[src/rtl/hpdcache_pkg.sv]
// hpdcache_pkg: shared sizing constants and helpers for HPDcache buffering blocks
package hpdcache_pkg;
  localparam int unsigned HPDCACHE_MSHR_SETS = 4;
  localparam int unsigned HPDCACHE_MSHR_WAYS = 2;
  localparam int unsigned HPDCACHE_REFILL_FIFO_MARGIN = 2;
  localparam int unsigned HPDCACHE_REFILL_FIFO_DEPTH =
    HPDCACHE_MSHR_SETS * HPDCACHE_MSHR_WAYS + HPDCACHE_REFILL_FIFO_MARGIN;
  function automatic int unsigned hpdcache_fifo_cnt_width(input int unsigned depth);
    return $clog2(depth + 1);
  endfunction
endpackage

[src/rtl/hpdcache_cfg_fifo_if.sv]
// hpdcache_cfg_fifo_if: push/pop handshake and status bundle of the configurable FIFO
interface hpdcache_cfg_fifo_if
  import hpdcache_pkg::*;
#(
  parameter int unsigned DATA_WIDTH = 64,
  parameter int unsigned DEPTH = 2
);
  localparam int unsigned CW = hpdcache_fifo_cnt_width(DEPTH);
  logic flush_i;
  logic w_i;
  logic wok_o;
  logic [DATA_WIDTH-1:0] wdata_i;
  logic r_i;
  logic rok_o;
  logic [DATA_WIDTH-1:0] rdata_o;
  logic [CW-1:0] count_o;
  logic afull_o;
  logic err_o;
  modport master (
    output flush_i, w_i, wdata_i, r_i,
    input  wok_o, rok_o, rdata_o, count_o, afull_o, err_o
  );
  modport slave (
    input  flush_i, w_i, wdata_i, r_i,
    output wok_o, rok_o, rdata_o, count_o, afull_o, err_o
  );
endinterface

[src/rtl/hpdcache_fifo_regbank.sv]
// hpdcache_fifo_regbank: flop storage, one write port, asynchronous read at raddr
module hpdcache_fifo_regbank #(
  parameter int unsigned DATA_WIDTH = 64,
  parameter int unsigned DEPTH = 2,
  parameter int unsigned PW = 1
) (
  input  logic clk_i,
  input  logic we,
  input  logic [PW-1:0] waddr,
  input  logic [DATA_WIDTH-1:0] wdata,
  input  logic [PW-1:0] raddr,
  output logic [DATA_WIDTH-1:0] rdata
);
  logic [DATA_WIDTH-1:0] mem [DEPTH];
  always_ff @(posedge clk_i)
    if (we) mem[waddr] <= wdata;
  assign rdata = mem[raddr];
endmodule

[src/rtl/hpdcache_cfg_fifo.sv]
// hpdcache_cfg_fifo: parametrised FIFO with optional feedthrough, flush, almost-full,
// occupancy and a sticky protocol-error flag.
module hpdcache_cfg_fifo
  import hpdcache_pkg::*;
#(
  parameter int unsigned DATA_WIDTH = 64,
  parameter int unsigned DEPTH = 2,
  parameter bit FEEDTHROUGH = 1'b0,
  parameter int unsigned AFULL_THRESH = DEPTH
) (
  input logic clk_i,
  input logic rst_i,
  hpdcache_cfg_fifo_if.slave fifo
);
  localparam int unsigned PW = (DEPTH > 1) ? $clog2(DEPTH) : 1;
  localparam int unsigned CW = hpdcache_fifo_cnt_width(DEPTH);
  logic [PW-1:0] rptr, wptr;
  logic [CW-1:0] count;
  logic err;
  logic empty, full, push, pop, bypass, wr, rd, err_set;
  logic [DATA_WIDTH-1:0] mem_rdata;
  function automatic logic [PW-1:0] ptr_inc(input logic [PW-1:0] p);
    return (p == PW'(DEPTH - 1)) ? '0 : p + 1'b1;
  endfunction
  assign empty = (count == '0);
  assign full = (count == CW'(DEPTH));
  assign fifo.wok_o = !full && !fifo.flush_i;
  assign fifo.rok_o = (!empty || (FEEDTHROUGH && fifo.w_i)) && !fifo.flush_i;
  assign fifo.rdata_o = (FEEDTHROUGH && empty) ? fifo.wdata_i : mem_rdata;
  assign fifo.count_o = count;
  assign fifo.afull_o = (count >= CW'(AFULL_THRESH));
  assign fifo.err_o = err;
  assign push = fifo.w_i && fifo.wok_o;
  assign pop = fifo.r_i && fifo.rok_o;
  // an empty feedthrough FIFO hands the pushed word straight to the consumer
  assign bypass = FEEDTHROUGH && empty && push && pop;
  assign wr = push && !bypass;
  assign rd = pop && !bypass;
  assign err_set = !fifo.flush_i && ((fifo.w_i && !fifo.wok_o) || (fifo.r_i && !fifo.rok_o));
  always_ff @(posedge clk_i or posedge rst_i)
    if (rst_i) begin
      rptr <= '0;
      wptr <= '0;
      count <= '0;
      err <= 1'b0;
    end else if (fifo.flush_i) begin
      rptr <= '0;
      wptr <= '0;
      count <= '0;
      err <= 1'b0;
    end else begin
      if (wr) wptr <= ptr_inc(wptr);
      if (rd) rptr <= ptr_inc(rptr);
      count <= count + CW'(wr) - CW'(rd);
      err <= err | err_set;
    end
  hpdcache_fifo_regbank #(
    .DATA_WIDTH(DATA_WIDTH),
    .DEPTH(DEPTH),
    .PW(PW)
  ) u_regbank (
    .clk_i(clk_i),
    .we(wr),
    .waddr(wptr),
    .wdata(fifo.wdata_i),
    .raddr(rptr),
    .rdata(mem_rdata)
  );
endmodule

[src/flat_wrapper.sv]
// flat-port wrapper written by rule: the top's interface ports become plain ports
module hpdcache_cfg_fifo_flat import hpdcache_pkg::*;
#(
  parameter int unsigned DATA_WIDTH = 64,
  parameter int unsigned DEPTH = 2,
  parameter bit FEEDTHROUGH = 1'b0,
  parameter int unsigned AFULL_THRESH = DEPTH
)
  (clk_i, rst_i, fifo_flush_i, fifo_w_i, fifo_wdata_i, fifo_r_i, fifo_wok_o, fifo_rok_o, fifo_rdata_o, fifo_count_o, fifo_afull_o, fifo_err_o);
  hpdcache_cfg_fifo_if #(.DATA_WIDTH(DATA_WIDTH), .DEPTH(DEPTH)) fifo_i ();
  input logic clk_i;
  input logic rst_i;
  input wire logic [$bits(fifo_i.flush_i)-1:0] fifo_flush_i;
  input wire logic [$bits(fifo_i.w_i)-1:0] fifo_w_i;
  input wire logic [$bits(fifo_i.wdata_i)-1:0] fifo_wdata_i;
  input wire logic [$bits(fifo_i.r_i)-1:0] fifo_r_i;
  output wire logic [$bits(fifo_i.wok_o)-1:0] fifo_wok_o;
  output wire logic [$bits(fifo_i.rok_o)-1:0] fifo_rok_o;
  output wire logic [$bits(fifo_i.rdata_o)-1:0] fifo_rdata_o;
  output wire logic [$bits(fifo_i.count_o)-1:0] fifo_count_o;
  output wire logic [$bits(fifo_i.afull_o)-1:0] fifo_afull_o;
  output wire logic [$bits(fifo_i.err_o)-1:0] fifo_err_o;
  assign fifo_i.flush_i = fifo_flush_i;
  assign fifo_i.w_i = fifo_w_i;
  assign fifo_i.wdata_i = fifo_wdata_i;
  assign fifo_i.r_i = fifo_r_i;
  assign fifo_wok_o = fifo_i.wok_o;
  assign fifo_rok_o = fifo_i.rok_o;
  assign fifo_rdata_o = fifo_i.rdata_o;
  assign fifo_count_o = fifo_i.count_o;
  assign fifo_afull_o = fifo_i.afull_o;
  assign fifo_err_o = fifo_i.err_o;
  hpdcache_cfg_fifo #(.DATA_WIDTH(DATA_WIDTH), .DEPTH(DEPTH), .FEEDTHROUGH(FEEDTHROUGH), .AFULL_THRESH(AFULL_THRESH)) u_core (.clk_i(clk_i), .rst_i(rst_i), .fifo(fifo_i));
endmodule
[config.mk]
export PLATFORM = sky130hd
export DESIGN_NAME = hpdcache_cfg_fifo_flat
export DESIGN_NICKNAME = d
export VERILOG_FILES = /design/src/rtl/hpdcache_pkg.sv /design/src/rtl/hpdcache_cfg_fifo_if.sv /design/src/rtl/hpdcache_fifo_regbank.sv /design/src/rtl/hpdcache_cfg_fifo.sv /design/src/flat_wrapper.sv
export SDC_FILE = /design/constraint.sdc
export NUM_CORES = 1
export LEC_CHECK = 0
export ABC_AREA = 1
export BUFFER_PORTS_ARGS = -buffer_cell sky130_fd_sc_hd__buf_2
export CELL_PAD_IN_SITES_DETAIL_PLACEMENT = 2
export CELL_PAD_IN_SITES_GLOBAL_PLACEMENT = 2
export CORE_MARGIN = 3
export CORE_UTILIZATION = 36
export DETAILED_ROUTE_END_ITERATION = 8
export PLACE_DENSITY = 0.83
export SLEW_MARGIN = 20
export SYNTH_ARGS = -nofsm -noshare
export SYNTH_HDL_FRONTEND = slang
export SYNTH_SLANG_ARGS = --single-unit
[constraint.sdc]
create_clock -name clk_i -period 17.3 [get_ports clk_i]
set_clock_uncertainty 0.1 [all_clocks]
set_input_delay 3.46 -clock clk_i [delete_from_list [all_inputs] [get_ports clk_i]]
set_output_delay 3.46 -clock clk_i [all_outputs]
set_load 0.005 [all_outputs]
# == Yosys cells after proc, flatten, opt, wreduce, memory -nomap -nowiden ==
# Memories as Yosys holds them, arrays and structs flattened.
# Cells that the tools add are included.
# word_totals
regBits,5
ramBits,128
inputBits,69
wordCells,38
mem_count,1
# op_classes
addsub,4
n_lt_le_gt_ge,1
n_eq_ne,1
n_mux,10
n_bitwise,1
n_reduce_logical,16
# memory_table
name,depth,word_bits,rd,rd_clocked_by_memory_dff,write_ports,line_no,text
u_core.u_regbank.mem,2,64,1,0,1,hpdcache_fifo_regbank.sv:14,logic [DATA_WIDTH-1:0] mem [DEPTH];
# op_table
cell,n
1-bit 2-to-1 mux,9
1-bit logical AND,7
1-bit zero test,5
2-bit nonzero test,2
"1-bit adder, second input constant",2
2-bit by 1-bit adder with 2-bit output,1
"2-bit equality test, second input constant",1
"2-bit greater-or-equal comparator, second input constant",1
2-bit zero test,1
2-bit 2-to-1 mux,1
2-bit by 1-bit subtractor with 2-bit output,1
1-bit logical OR,1
1-bit bitwise OR,1

# == Depth between registers and ports, before layout ==
# Gate-level depths: netlist (run 1).
# logic_depth
depth_word,9
ltp_mapped,9
depth_no_buf,9

# == By module ==
# From an unflattened synthesis (run 1), not the netlist that was laid out.
# hier_totals
cells_unflattened,381
hier_area_um2,5011.1
# modules_own_cells
module,n_inst,cells_per_inst,area_per_inst_um2,seq_area_each_um2
hpdcache_fifo_regbank,1,338,4703.3,3843.7
hpdcache_cfg_fifo,1,43,307.8,125.1

# == Least setup slack after synthesis (run 1) ==
# OpenSTA, ideal clock, no wires.
# synth_path
kind,input -> register
startpoint,in fifo_flush_i
endpoint,"mem u_core.u_regbank.mem[1][0], enable pin"
arrival_time_ps,7995
slack_ps,8639
path_stages,3
n_path_buf,0
cell_sequence,inv_2 > nand2_2 > nor3_1
# synth_between
elab_chain_cells,5
# synth_lines
item,line_no,text
"start, declared",flat_wrapper.sv:13,input wire logic [$bits(fifo_i.flush_i)-1:0] fifo_flush_i;
1-bit zero test,hpdcache_cfg_fifo.sv:27,assign fifo.wok_o = !full && !fifo.flush_i;
1-bit logical AND,hpdcache_cfg_fifo.sv:27,
1-bit logical AND,hpdcache_cfg_fifo.sv:33,assign push = fifo.w_i && fifo.wok_o;
1-bit 2-to-1 mux,hpdcache_fifo_regbank.sv:16,if (we) mem[waddr] <= wdata;
1-bit 2-to-1 mux (implied by the code),hpdcache_fifo_regbank.sv:16,
"end, declared",hpdcache_fifo_regbank.sv:14,
# Every way passes these cells.

# == Worst setup path in the final report (run 1) ==
# layout_path
startpoint,in fifo_flush_i
endpoint,out fifo_wok_o
# layout_between
elab_chain_cells,2
# layout_lines
item,line_no,text
1-bit zero test,hpdcache_cfg_fifo.sv:27,
1-bit logical AND,hpdcache_cfg_fifo.sv:27,
"end, declared",flat_wrapper.sv:17,output wire logic [$bits(fifo_i.wok_o)-1:0] fifo_wok_o;
# Every way passes these cells.

==> results_dict.tcl, run 1 <==
set metrics [dict create \
    insertion_delay_ns 0.41 \
    h-tree-depth 4 \
    critical_path.top_delay_family "buffers and inverters" \
    dieArea_sq_mm 0.0152 \
    chipHeight_um 123 \
    timing.rr.end "u_core.u_regbank.mem[0][35]" \
    drt-initial-drc-count 117 \
    period_share_pct 43.6 \
    rsz0062_at_grt "no" \
    drt-pass1-iter-count 4 \
    syn_inst 378 \
    core_area_sq_mm 0.0133 \
    synth_top_cell_area_share_pct 77.4 \
    hpwl_um 8460 \
    critical_path.startpoint_type "primary input" \
    critical_path_required_ns 13.74 \
    gr-usage-met1_pct 18.1 \
    finalSetupViolations 0 \
    path_max_fanout 6 \
    diodes 0 \
    comb_power_share_pct 14.5 \
    crit_buf_inv 4 \
    yosys.area.top_type "edfxtp_1" \
    final.setup.tns_ns 0 \
    fin_crit_ns 7.54 \
    nets 595 \
    num_rows 42 \
    gr-total-overflow 0 \
    ctsHoldBuffers 0 \
    ys_types 18 \
    start_util_pct 37.2 \
    grt_busiest_layer "met2" \
    maxSlewHeadroom_pct 48.7 \
    cts_sinks 133 \
    setup_slack_ns 9.76 \
    r2r_setup_slack_ns 14.73 \
    globalRouteMet3Util_pct 5.67 \
    hold_path_end "u_core.wptr" \
    path_common_cell "buf_2" \
    clock_power_share_pct 37.4 \
    yosysWarnings 0 \
    netlist_top_cells_count "nand2_1, edfxtp_1, inv_1" \
    port_buffers 138 \
    peakVddDrop_uv 60.2 \
    met2_usage_pct 32.2 \
    cp_cell_sequence "buf_2, inv_2, nand2_2, inv_1, buf_2" \
    hold_viol 0 \
    p_sw_mw 0.199 \
    min_from "u_core.wptr" \
    cts_setup_buffers 0 \
    synth_seq_area_share_pct 79.9 \
    swShare_pct 25.1 \
    gpl.final_weighted_congestion 0.716 \
    cpPeakStageDelay_ns 0.12 \
    drc 0 \
    vias 3244 \
    syn_to_final_growth_pct 26.9 \
    rr_worst_depth 6 \
    preCtsSetupSlack_ns 9.77 \
    outcome "complete, no violations" \
    synth_edf_count 128 \
    grt_pass1_wl_um 19100 \
    cts_resized 0 \
    hold_depth 2 \
    synth-main-ff-cell "edfxtp_1" \
    cts_tree "done" \
    path_class "primary input to output port" \
    p_per_area_mw_per_mm2 126 \
    antenna_found_initial 0 \
    cts_buffers 17 \
    synth_area_leaders "edfxtp_1, nand2_1, dfrtp_1" \
    viasPerCell 4.56 \
    internal_power_mw 0.596 \
    worst_path_max_delay_cell "buf_2" \
    power_leakage_nw 2.74 \
    drv_cap 0 \
    grt_max_degree 66 \
    synth_most_common_cell "nand2_1" \
    async_reset_ff_share_pct 3.76 \
    die_w_um 123 \
    tightestPinTransition_ns 0.768 \
    seqPwrFrac_pct 48.1 \
    ys_ff_latch 133 \
    hp-class "flip-flop to flip-flop" \
    io_pins 139 \
    fmax_mhz 133 \
    crit_arrival_ns 3.98 \
    syn_nets 449 \
    root_buffer "clkbuf_16" \
    netlist_area_sq_mm 0.00497 \
    wl_per_cell_um 17.6 \
    reg2reg_from "u_core.fifo.count_o[1]" \
    ant_nets 0 \
    syn_area_per_cell_sq_um 13.1 \
    final_max_slew_viol_count 0 \
    wl_um 12500 \
    grt_pass1_vias 3683 \
    cts.clk_slew.worst_paths_ns 0.05 \
    critPathCaptureType "output port" \
    grt_usage_pct 17.3 \
    drive_gt1_share_pct 32.5 \
    cts_buffer_depth 2 \
]
==> registers in the layout, summed over array words and instances, names as in the netlist <==
name                  cells
u_core.u_regbank.mem    128
u_core.fifo.err_o         1
u_core.rptr               1
u_core.wptr               1
u_core.fifo.count_o       2
==> cells by family after synthesis <==
group | Yosys count | synth area share [%]
xor gates and xnor gates | 1 | 0.176
DFF | 133 | 79.9
buffers and inverters | 29 | 2.95
adders and majority gates | 2 | 0.504
and+or+nand+nor | 210 | 16.1
AOI/OAI and AO/OA | 3 | 0.378
==> cell type report <==
class | instances | area (sq um)
fill | 1392 | 7040
sequential | 133 | 3970
multi-input combinational | 216 | 858
timing repair buffer | 142 | 721
clock buffer | 22 | 444
tap | 176 | 220
inverter | 14 | 55.1
clock inverter | 8 | 37.5
==> worst min-delay path: cells and delay by family (launching register included) <==
family	cells	cell delay (ns)
AOI/OAI and AO/OA	1	0.06
DFF	1	0.38
and+or+nand+nor	1	0.07
==> layout by cell type (no fill, tap or decap), drive strengths merged <==
master,netlist,layout
nor3,1,1
o21ai,3,3
inv,14,14
nand3,1,1
ha,2,2
nor2,5,5
nand2,203,203
clkinv,0,8
dfrtp,5,5
clkbuf,1,22
buf,14,142
xor2,1,1
edfxtp,128,128
==> power by group through the flow <==
stage / registers, mW / logic [mW] / clock network, mW
after floorplan: 0.388 / 0.0610 / 0
after global placement: 0.387 / 0.114 / 0
after detailed placement: 0.389 / 0.120 / 0
after CTS: 0.383 / 0.121 / 0.305
after global routing: 0.384 / 0.134 / 0.319
final: 0.383 / 0.115 / 0.297
==> per-layer routing <==
layer,part of all wire (%),up-vias
met5,0,-
met4,1.0,0
met3,5.3,10
met2,56,88
met1,38,1596
li1,-,1550
==> through the flow <==
step | std cells | utilization [%] | power [mW] | cell area, sq um | hold slack (ns)
2_1_floorplan | 378 | - | 0.449 | 4970 | 0.410
3_3_place_gp | 681 | 43.6 | 0.501 | 5820 | 0.433
3_5_place_dp | 681 | 43.6 | 0.509 | 5820 | 0.446
4_1_cts | 711 | 47.2 | 0.809 | 6310 | 0.470
5_1_grt | 711 | 47.2 | 0.837 | 6310 | 0.496
6_report | 711 | 47.2 | 0.795 | 6310 | 0.463
==> worst max path at each step <==
stage / startpoint / to / slack [ns] / depth (start not counted)
5_1_grt: fifo_flush_i / fifo_wok_o / 9.70 / 5
3_3_place_gp: fifo_flush_i / fifo_wok_o / 9.80 / 5
4_1_cts: fifo_flush_i / fifo_wok_o / 9.76 / 5
2_1_floorplan: fifo_flush_i / u_core.u_regbank.mem[1][0] / 8.64 / 3
6_report: fifo_flush_i / fifo_wok_o / 9.76 / 5
3_5_place_dp: fifo_flush_i / fifo_wok_o / 9.77 / 5
Note: power is estimated with default switching activity, not from simulation.
==> run 2: changes to the inputs <==
--- a/config.mk
+++ b/config.mk
@@ -10,9 +10,9 @@
 export CELL_PAD_IN_SITES_DETAIL_PLACEMENT = 2
 export CELL_PAD_IN_SITES_GLOBAL_PLACEMENT = 2
 export CORE_MARGIN = 3
-export CORE_UTILIZATION = 36
+export CORE_UTILIZATION = 34
 export DETAILED_ROUTE_END_ITERATION = 8
-export PLACE_DENSITY = 0.83
+export PLACE_DENSITY = 0.79
 export SLEW_MARGIN = 20
 export SYNTH_ARGS = -nofsm -noshare
 export SYNTH_HDL_FRONTEND = slang
==> constraint.sdc (replaced) <==
create_clock -name clk_i -period 7.47 [get_ports clk_i]
set_clock_uncertainty 0.1 [all_clocks]
set_input_delay 1.494 -clock clk_i [delete_from_list [all_inputs] [get_ports clk_i]]
set_output_delay 1.494 -clock clk_i [all_outputs]
set_load 0.005 [all_outputs]
==> run 2 against run 1 <==
Routed wire length increased by 3.2%. Design area increased by 2.2%. Utilization decreased by 1.5 points. Clock power increased to 2.9 times the previous value. Power increased to 2.5 times the previous value. Die area increased by 5.6%. Count of clock-buffer cells in the layout decreased by 5. Largest power group unchanged.
==> results_dict.tcl, run 2 (same netlist as run 1, synthesis figures left out) <==
set metrics [dict create \
    outcome "complete, no violations" \
    rsz0062_at_grt "no" \
    grt_pass1_vias 3770 \
    cts_buffers 17 \
    gr-total-overflow 0 \
    drc 0 \
    met3_length_um 722 \
    stdcell_area_sq_mm 0.00644 \
    syn_to_final_growth_pct 29.7 \
    swShare_pct 24.7 \
    layout_common_cells "nand2_1, buf_2, edfxtp_1" \
    power_leakage_nw 2.79 \
    dr_wl_met2_um 6740 \
    viasPerCell 4.56 \
    crit_start "fifo_flush_i" \
    antenna_found_initial 0 \
    path_max_fanout 6 \
    start_util_pct 35.2 \
    critPathCaptureType "output port" \
    ctsHoldBuffers 0 \
    top_register "u_core.u_regbank.mem" \
    period_share_pct 48.0 \
    maxSlewHeadroom_pct 50.3 \
    seqPwrFrac_pct 43.8 \
    grt_usage_pct 16.8 \
    die_w_um 127 \
    nets 595 \
    insertion_delay_ns 0.41 \
    fin_util_pct 45.7 \
    drt-pass1-iter-count 4 \
    fmax_mhz 279 \
    crit_arrival_ns 1.99 \
    hold_viol 0 \
    cts_buffer_depth 2 \
    cp_cell_sequence "buf_2, inv_2, nand2_2, inv_1, buf_2" \
    critical_path.top_delay_family "buffers and inverters" \
    vias 3276 \
    worst-path-stages 5 \
    root_buffer "clkbuf_16" \
    final_common_cell "nand2_1" \
    largest_register_ffs 128 \
    critical_path.startpoint_type "primary input" \
    worstSetupEndpoint "fifo_wok_o" \
    fillCellCount 1458 \
    grt_pass1_wl_um 20300 \
    grt_max_degree 66 \
    wl_per_cell_um 18.0 \
    num_rows 43 \
    hp-class "flip-flop to flip-flop" \
    internal_power_mw 1.52 \
    rr_worst_depth 6 \
    p_per_area_mw_per_mm2 313 \
    port_buffers 138 \
    drv_cap 0 \
    path_common_cell "buf_2" \
    ant_nets 0 \
    critical_path_required_ns 5.88 \
    fin_crit_ns 3.59 \
    final.setup.tns_ns 0 \
    crit_buf_inv 4 \
    final_max_slew_viol_count 0 \
    cts_setup_buffers 0 \
    path_class "primary input to output port" \
    tightestPinTransition_ns 0.746 \
    core_area_sq_mm 0.0141 \
    peakVddDrop_uv 160 \
    cts.clk_slew.worst_paths_ns 0.06 \
    drive_gt1_share_pct 33.7 \
    r2r_setup_slack_ns 5.04 \
    clock_power_share_pct 42.7 \
    drt-met1-wl_um 5240 \
    cts_sinks 133 \
    hpwl_um 8270 \
    p_sw_mw 0.499 \
    comb_power_share_pct 13.5 \
    power_mw 2.02 \
    cts_tree "done" \
    highest_layer "met4" \
    cts_resized 0 \
    timing.rr.end "u_core.u_regbank.mem[0][44]" \
    postPlaceCellArea_sq_mm 0.00583 \
    chipHeight_um 127 \
    h-tree-depth 4 \
    dieArea_sq_mm 0.0161 \
    cpPeakStageDelay_ns 0.11 \
    reg2reg_from "u_core.fifo.count_o[1]" \
    io_pins 139 \
    drt-initial-drc-count 165 \
    wl_um 12900 \
    worst_path_max_delay_cell "buf_2" \
    finalSetupViolations 0 \
    gpl.final_weighted_congestion 0.712 \
]
run 2: cell types whose count changed in the layout (fill, tap and decap cells not counted), sizes merged:
cell      before  now
clkbuf        22   17
bufinv         0    4
clkinvlp       0    3
diode          0    1
run 2: worst min path at each step:
stage / startpoint / to / slack [ns] / depth (start not counted)
floorplan: u_core.wptr / u_core.wptr / 0.41 / 2
global placement: u_core.wptr / u_core.wptr / 0.44 / 2
detailed placement: u_core.wptr / u_core.wptr / 0.44 / 2
CTS: u_core.wptr / u_core.wptr / 0.46 / 2
global route: u_core.wptr / u_core.wptr / 0.50 / 2
finish: u_core.wptr / u_core.wptr / 0.46 / 2
run 2: power by group through the flow:
stage / combinational [mW] / sequential [mW] / clock (mW)
finish: 0.273 / 0.885 / 0.862
global route: 0.315 / 0.888 / 0.914
CTS: 0.285 / 0.885 / 0.884
detailed placement: 0.281 / 0.900 / 0
global placement: 0.269 / 0.896 / 0
floorplan: 0.141 / 0.899 / 0
run 2: layout make-up:
class | instances | area [sq um] | area share [%]
Inverter | 14 | 55.1 | 0.854
Multi-Input combinational cell | 216 | 858 | 13.3
Timing Repair Buffer | 142 | 721 | 11.2
Antenna cell | 1 | 2.50 | 0.0388
Sequential cell | 133 | 3970 | 61.6
Tap cell | 180 | 225 | 3.49
Clock buffer | 17 | 425 | 6.60
Clock inverter | 15 | 188 | 2.91
run 2: per-layer routing:
metal / vias up / GRT usage [%]
met4: 0 / 5.87
met2: 103 / 29.1
met5: - / 0
li1: 1556 / -
met3: 15 / 5.14
met1: 1602 / 19.8
run 2: through the flow:
step           hold slack, ns  worst slack (ns)  cells
4_1_cts                 0.459              3.87    717
3_3_place_gp            0.438              3.87    685
3_5_place_dp            0.444              3.82    685
6_report                0.458              3.88    718
5_1_grt                 0.499              3.81    717
2_1_floorplan           0.410             0.775    378
run 2: tightest hold or removal path, cell delays in order, from the launching register on:
cell	delay (ns)
dfrtp_1	0.38
nand2_1	0.07
o21ai_1	0.06
==> run 3: changes to the inputs <==
==> constraint.sdc (replaced) <==
create_clock -name clk_i -period 3.3 [get_ports clk_i]
set_clock_uncertainty 0.1 [all_clocks]
set_input_delay 0.66 -clock clk_i [delete_from_list [all_inputs] [get_ports clk_i]]
set_output_delay 0.66 -clock clk_i [all_outputs]
set_load 0.005 [all_outputs]
==> run 3 against run 2 <==
Setup slack worse by 3.3 ns. Flip-flop and latch count stayed put. Cell count increased by 0.14%. Register-to-register slack got worse by 3.5 ns. Largest power group unchanged. Highest routed layer unchanged.
==> results_dict.tcl, run 3 (same netlist as run 1, synthesis figures left out) <==
set metrics [dict create \
    period_share_pct 82.5 \
    cts_sinks 133 \
    cts.clk_slew.worst_paths_ns 0.05 \
    fmax_mhz 367 \
    port_buffers 138 \
    die_w_um 127 \
    area.sequential_sq_mm 0.00397 \
    grt_usage_pct 17.2 \
    reg2reg_from "u_core.fifo.count_o[1]" \
    rr_worst_depth 6 \
    final_max_slew_viol_count 0 \
    p_per_area_mw_per_mm2 686 \
    final_common_cell "nand2_1" \
    rsz0062_at_grt "no" \
    nets 596 \
    wl_per_cell_um 18.0 \
    layout_common_cells "nand2_1, buf_2, edfxtp_1" \
    hpwl_um 8630 \
    stdcell_area_sq_mm 0.00644 \
    path_class "flip-flop to output port" \
    grt_pass1_vias 3703 \
    postPlaceCellArea_sq_mm 0.00587 \
    largest_register_ffs 128 \
    grt_pass1_wl_um 20700 \
    maxSlewHeadroom_pct 59.9 \
    drv_cap 0 \
    io_pins 139 \
    drc 0 \
    vias 3272 \
    chipHeight_um 127 \
    ctsHoldBuffers 0 \
    fillCellCount 1448 \
    outcome "complete, no violations" \
    gpl.final_weighted_congestion 0.706 \
    root_buffer "clkbuf_16" \
    drt-pass1-iter-count 4 \
    hp-class "primary input to asynchronous set/reset pin" \
    viasPerCell 4.55 \
    tightestPinTransition_ns 0.601 \
    antenna_found_initial 0 \
    insertion_delay_ns 0.40 \
    path_max_fanout 35 \
    r2r_setup_slack_ns 1.52 \
    critPathCaptureType "output port" \
    core_area_sq_mm 0.0141 \
    start_util_pct 35.2 \
    grt_max_degree 65 \
    hold_viol 0 \
    cts_buffer_depth 2 \
    syn_to_final_growth_pct 29.6 \
    critical_path.startpoint_type "flip-flop" \
    cts_setup_buffers 0 \
    timing.rr.end "u_core.u_regbank.mem[0][37]" \
    dieArea_sq_mm 0.0161 \
    ant_nets 0 \
    h-tree-depth 4 \
    drive_gt1_share_pct 33.1 \
    gr-total-overflow 0 \
    multi_input_area_sq_um 865 \
    power_leakage_nw 2.79 \
    finalSetupViolations 0 \
    fin_util_pct 45.7 \
    critical_path_required_ns 2.54 \
    peakVddDrop_uv 431 \
    final.setup.tns_ns 0 \
    cts_resized 0 \
    crit_arrival_ns 1.96 \
    cts_tree "done" \
    drt-initial-drc-count 170 \
    fin_crit_ns 2.72 \
    num_rows 43 \
    top_register "u_core.u_regbank.mem" \
    wl_um 12900 \
    cts_buffers 17 \
]
[run 3: cell count changes in the layout (fill, tap and decap cells not counted), sizes merged]
cell,change
buf,+1
bufinv,-3
clkinvlp,-3
clkinv,-5
clkbuf,+11
[run 3: how the worst max path moves through the flow]
| stage | from | endpoint | depth (start not counted) |
|---|---|---|---|
| floorplan | fifo_flush_i | u_core.u_regbank.mem[1][0] | 3 |
| global placement | u_core.rptr | fifo_rdata_o[9] | 4 |
| detailed placement | u_core.rptr | fifo_rdata_o[11] | 4 |
| CTS | u_core.rptr | fifo_rdata_o[54] | 4 |
| global route | u_core.rptr | fifo_rdata_o[54] | 4 |
| finish | u_core.rptr | fifo_rdata_o[54] | 4 |
[run 3: critical path, cell delays in order (launching register included)]
cell and delay [ns]:
dfrtp_2 0.75, buf_4 0.46, nand2_1 0.11, nand2_1 0.10
buf_2 0.12
[run 3: final cells by class]
| cell class | count | share of cell area (%) |
|---|---|---|
| clock buffers | 28 | 8.18 |
| clock inverters | 4 | 0.680 |
| flip-flops and latches | 133 | 61.7 |
| well taps | 180 | 3.50 |
| repair buffers | 143 | 11.7 |
| inverters | 14 | 0.816 |
| diodes | 1 | 0.0389 |
| multi-input cells | 216 | 13.4 |
[run 3: stage by stage]
step | hold slack (ns) | cells | setup slack, ns | total power, mW
6_report | 0.0580 | 719 | 0.576 | 4.42
5_1_grt | 0.0552 | 718 | 0.354 | 4.66
4_1_cts | 0.0409 | 718 | 0.492 | 4.50
2_1_floorplan | 0.339 | 378 | 0.389 | 2.35
3_3_place_gp | 0.426 | 686 | 0.996 | 2.64
3_5_place_dp | 0.465 | 686 | 0.928 | 2.68
[run 3: power by group]
group          switching [mW]  internal [mW]  total, mW
clock                   0.637           1.15       1.79
combinational           0.375          0.228      0.604
sequential             0.0552           1.97       2.02
total                    1.07           3.35       4.42
[run 3: layer usage]
layer | global-route usage [%] | up-vias | share of wire, %
met1 | 19.4 | 1617 | 39
met4 | 5.55 | 0 | 1.3
met2 | 30.8 | 95 | 54
met5 | 0 | - | 0
li1 | - | 1549 | -
met3 | 5.73 | 11 | 5.5
